File: src/rtl/program_loader_pkg.sv
// program_loader_pkg: shared word width, default reset hold, and loader state encoding.
package program_loader_pkg;
   localparam int WORD_W = 16;
   localparam int DEF_RESET_HOLD = 2;
   typedef enum logic [2:0] {S_ADDR, S_LEN, S_DATA, S_HOLD, S_RUN} state_t;
endpackage

File: src/rtl/program_loader.sv
// program_loader: streams base/length/words into instruction memory, then releases the CPU at base.
module program_loader
   import program_loader_pkg::*;
#(
   parameter int RESET_HOLD = DEF_RESET_HOLD
) (
   input  logic              CLK,
   input  logic              reset,
   input  logic              in_valid,
   output logic              in_ready,
   input  logic [WORD_W-1:0] in_data,
   input  logic              reload,
   output logic              mem_we,
   output logic [WORD_W-1:0] mem_addr,
   output logic [WORD_W-1:0] mem_wdata,
   output logic              cpu_reset,
   output logic [WORD_W-1:0] pc_reset_address,
   output logic [WORD_W-1:0] loaded_count,
   output logic              busy
);
   state_t state;
   logic [WORD_W-1:0] len;
   logic [WORD_W-1:0] hold_cnt;
   assign in_ready  = state inside {S_ADDR, S_LEN, S_DATA};
   assign busy      = state != S_RUN;
   assign cpu_reset = busy;
   // loaded_count doubles as the offset of the next word from the base
   always_ff @(posedge CLK or posedge reset)
      if (reset) begin
         state            <= S_ADDR;
         len              <= '0;
         hold_cnt         <= '0;
         mem_we           <= 1'b0;
         mem_addr         <= '0;
         mem_wdata        <= '0;
         pc_reset_address <= '0;
         loaded_count     <= '0;
      end else begin
         mem_we <= 1'b0;
         case (state)
            S_ADDR: if (in_valid) begin
               pc_reset_address <= in_data;
               loaded_count     <= '0;
               state            <= S_LEN;
            end
            S_LEN: if (in_valid) begin
               len      <= in_data;
               hold_cnt <= '0;
               state    <= (in_data == '0) ? S_HOLD : S_DATA;
            end
            S_DATA: if (in_valid) begin
               mem_we       <= 1'b1;
               mem_addr     <= pc_reset_address + loaded_count;
               mem_wdata    <= in_data;
               loaded_count <= loaded_count + WORD_W'(loaded_count != '1);
               if (loaded_count == len - 1'b1) state <= S_HOLD;
            end
            S_HOLD:
               if (hold_cnt == WORD_W'(RESET_HOLD)) state <= S_RUN;
               else hold_cnt <= hold_cnt + 1'b1;
            S_RUN: if (reload) state <= S_ADDR;
            default: state <= S_ADDR;
         endcase
      end
endmodule

File: config.mk
export PLATFORM = sky130hd
export DESIGN_NAME = program_loader
export DESIGN_NICKNAME = d
export VERILOG_FILES = /design/src/rtl/program_loader_pkg.sv /design/src/rtl/program_loader.sv
export SDC_FILE = /design/constraint.sdc
export NUM_CORES = 1
export LEC_CHECK = 0
export BUFFER_PORTS_ARGS = -buffer_cell sky130_fd_sc_hd__buf_2
export CORE_ASPECT_RATIO = 1.5
export CORE_MARGIN = 1
export CORE_UTILIZATION = 57
export DETAILED_ROUTE_END_ITERATION = 12
export PLACE_DENSITY = 0.87
export SETUP_SLACK_MARGIN = 0.02
export SYNTH_ARGS = -nofsm -noshare
export SYNTH_HDL_FRONTEND = slang
export SYNTH_SLANG_ARGS = --single-unit
export TNS_END_PERCENT = 100
File: constraint.sdc
create_clock -name CLK -period 4.32 [get_ports CLK]
set_input_delay 0.648 -clock CLK [delete_from_list [all_inputs] [get_ports CLK]]
set_output_delay 0.648 -clock CLK [all_outputs]
set_load 0.05 [all_outputs]
==> reports/metrics.cfg <==
[placed_design]
place.gp.congestion = 0.925
port_buffers = 87
dp_hpwl_um = 10300
place_area_um2 = 5900

[timing]
slew_viol_final = 0
setup_violations = 0
slew_headroom_pct = 14.6
fin_crit_ps = 2720
rsz0062_at_grt = no
skew_ps = 7.52
hold_viol_final = 0
finalCritPeriodShare_pct = 62.9
finalSetupTns_ps = 0
fmax_ghz = 0.368
tightest_slew_ps = 1280

[die]
die_x_um = 81.4
die_y_um = 121
die_area_um2 = 9860
row_count = 43
start_util_pct = 58.6
num_io_pins = 88
core_area_um2 = 9200

[final_layout]
nets = 705
area.sequential_um2 = 2500
nFillCells = 711
area_growth_pct = 14.5
multi_input_area_um2 = 2760
antennaDiodeCount = 0
layout-drive-gt1-share_pct = 19.7
design_area_um2 = 6170

[pwr]
powerDensity_nw_per_um2 = 784
internal_power_mw = 2.43
power.total_mw = 4.84
swShare_pct = 49.8
p_leak_nw = 3.04
comb_power_share_pct = 50.6
p_sw_mw = 2.41
vdd_drop_max_mv = 0.585
clkPwrFrac_pct = 15.4
pwr-share-seq_pct = 34.0

[synth]
synth_cell_type_count = 55
ys.warnings.count = 0
ys.flop_type = dfrtp_1
ys_top_cells_by_area = dfrtp_1 46%, nand2_1 9.7%, xor2_1 6.7%, ha_1 4.6%, xnor2_1 3.9%
yosys-top-cells-count = 139 x nand2_1, 100 x dfrtp_1, 50 x nor2_1
synth_edf_count = 0
yosysMostFrequentCell = nand2_1
syn_area_um2 = 5390
ys_ff_latch = 100
ys_async_sr_fraction_pct = 100
netlist.area_leader.share_pct = 46.4
syn_nets = 628
syn_inst = 587
synth_area_leader_cell = dfrtp_1
avgSynthCellArea_um2 = 9.19
synth.yosys.seq_area_share_pct = 46.4

[worst_setup_path]
startpoint = loaded_count[9]$_DFFE_PP0P_
path_class = register to register
crit_path_top_delay_cell = dfrtp_1
required_ps = 4550
r2r_start = loaded_count[9]$_DFFE_PP0P_
critPathTopFamily = simple AND/OR/NAND/NOR gates
startpoint_type = register
path_max_fanout = 9
arrival_ps = 2950
endpoint_kind = register
crit_chain = and4_1, and3_1, nand3_1, or3_1, ha_1, ha_1, nand2_1, nor2_1, nand4_1, xor2_1, nor2_1
max_stage_delay_ps = 550
cp_num_buf_inv = 0

[route]
ant_nets = 0
vias = 4631
viasPerCell = 5.93
drt_pre_antenna_iters = 5
detail_route.wl_per_cell_um = 18.0
drc = 0
totalWireLength_um = 14100
drt-initial-drc-count = 298

[grt]
overflow = 0
grt_usage_pct = 30.4
grt_pass1_wl_um = 22200
grt_pass1_vias = 4586
antenna_found_initial = 0
grt_max_degree = 73

[clocking]
path_clk_slew_ps = 70
cts_resized = 0
clockBufferDepth = 2
clk-insertion-delay-late_ps = 350
h-tree-depth = 3
cts_setup_buffers = 0
cts_tree = done
cts_root_buf = clkbuf_16
clock-sinks = 100
numCtsBuffers = 9
postCtsHoldBufs = 0

[outcome]
status = completed

[hold_path]
hp-class = register to register
min-delay-start = mem_addr[11]$_DFFE_PP0P_

[job]
drv_cap = 0

kinds of logic (layout without fill, tap and decap cells):
| kind of cell | count (synthesis) | after routing | synth area share, % |
|---|---|---|---|
| AND/OR/NAND/NOR | 281 | 281 | 24.1 |
| flip-flops | 100 | 100 | 46.4 |
| AO/OA/AOI/OAI | 70 | 70 | 8.17 |
| XOR/XNOR | 65 | 65 | 10.6 |
| buffers and inverters | 35 | 117 | 2.60 |
| adder cells (fa/ha/maj) | 21 | 21 | 5.01 |
| multiplexers | 15 | 15 | 3.13 |
cells in the final DEF, fill, tap and decap left out, drive strengths merged, types with 2 or more instances in the layout:
cell type / count
mux2: 15
nand2: 139
nor2: 50
o21ai: 29
and2: 2
xnor2: 24
clkinvlp: 2
and4: 3
ha: 20
a31oi: 5
nand3b: 2
nor3b: 2
nand4: 13
or2: 4
nor3: 8
and3: 4
dfrtp: 100
a21o: 3
clkinv: 2
buf: 90
o41ai: 2
xor2: 41
nand3: 21
clkbuf: 12
inv: 11
o21bai: 3
nand2b: 4
nor2b: 5
o21a: 3
a21oi: 13
or3: 5
nor4: 14
sequential cells by signal, indices dropped and copies added (netlist names):
name,flops
hold_cnt,16
len,16
loaded_count,16
mem_addr,16
mem_wdata,16
pc_reset_address,16
state,3
mem_we,1
area by class of cell:
type                    count  area share, %
inverters                  11          0.709
multi-input cells         452           44.7
repair buffers             90           7.42
flip-flops and latches    100           40.5
well taps                 112           2.27
clock inverters             4          0.405
clock buffers              12           3.99
power by group through the flow:
stage | clock, mW | combinational [mW] | sequential [mW]
finish | 0.745 | 2.45 | 1.64
global route | 0.787 | 2.62 | 1.68
CTS | 0.750 | 2.45 | 1.64
detailed placement | 0 | 2.43 | 1.65
global placement | 0 | 2.36 | 1.62
floorplan | 0 | 1.10 | 2.38
path summary, 6_finish.rpt:
path / depth (start not counted) / end / slack, ps
worst max-delay path: 11 / loaded_count[10]$_DFFE_PP0P_ / 1600
worst min-delay path: 2 / mem_addr[11]$_DFFE_PP0P_ / 480
worst max register to register: 11 / loaded_count[10]$_DFFE_PP0P_ / 1600
worst min register to register: 2 / mem_addr[11]$_DFFE_PP0P_ / 480
max in group asynchronous: 3 / pc_reset_address[12]$_DFFE_PP0P_ / 2920
min in group asynchronous: 2 / mem_wdata[2]$_DFFE_PP0P_ / 490
layer usage:
metal | routed length, µm | vias to the layer above | GRT usage, %
li1 | - | 2151 | -
met2 | 7130 | 205 | 50.9
met4 | 719 | 0 | 19.4
met3 | 861 | 52 | 6.39
met1 | 5350 | 2223 | 34.1
met5 | 0 | - | 0
per-stage QoR:
step | utilization [%] | worst slack, ps | instances | hold slack, ps
2_1_floorplan | - | 1050 | 587 | 467
3_3_place_gp | 64.2 | 1810 | 765 | 453
3_5_place_dp | 64.2 | 1660 | 765 | 461
4_1_cts | 67.1 | 1650 | 781 | 477
5_1_grt | 67.1 | 1500 | 781 | 493
6_report | 67.1 | 1600 | 781 | 475
worst min-delay path, cell delays in order, from the launching register on:
cell     delay [ps]
dfrtp_1         340
nand2_1          40
o21ai_0          60
No activity file was read; power rests on OpenSTA's default activity.
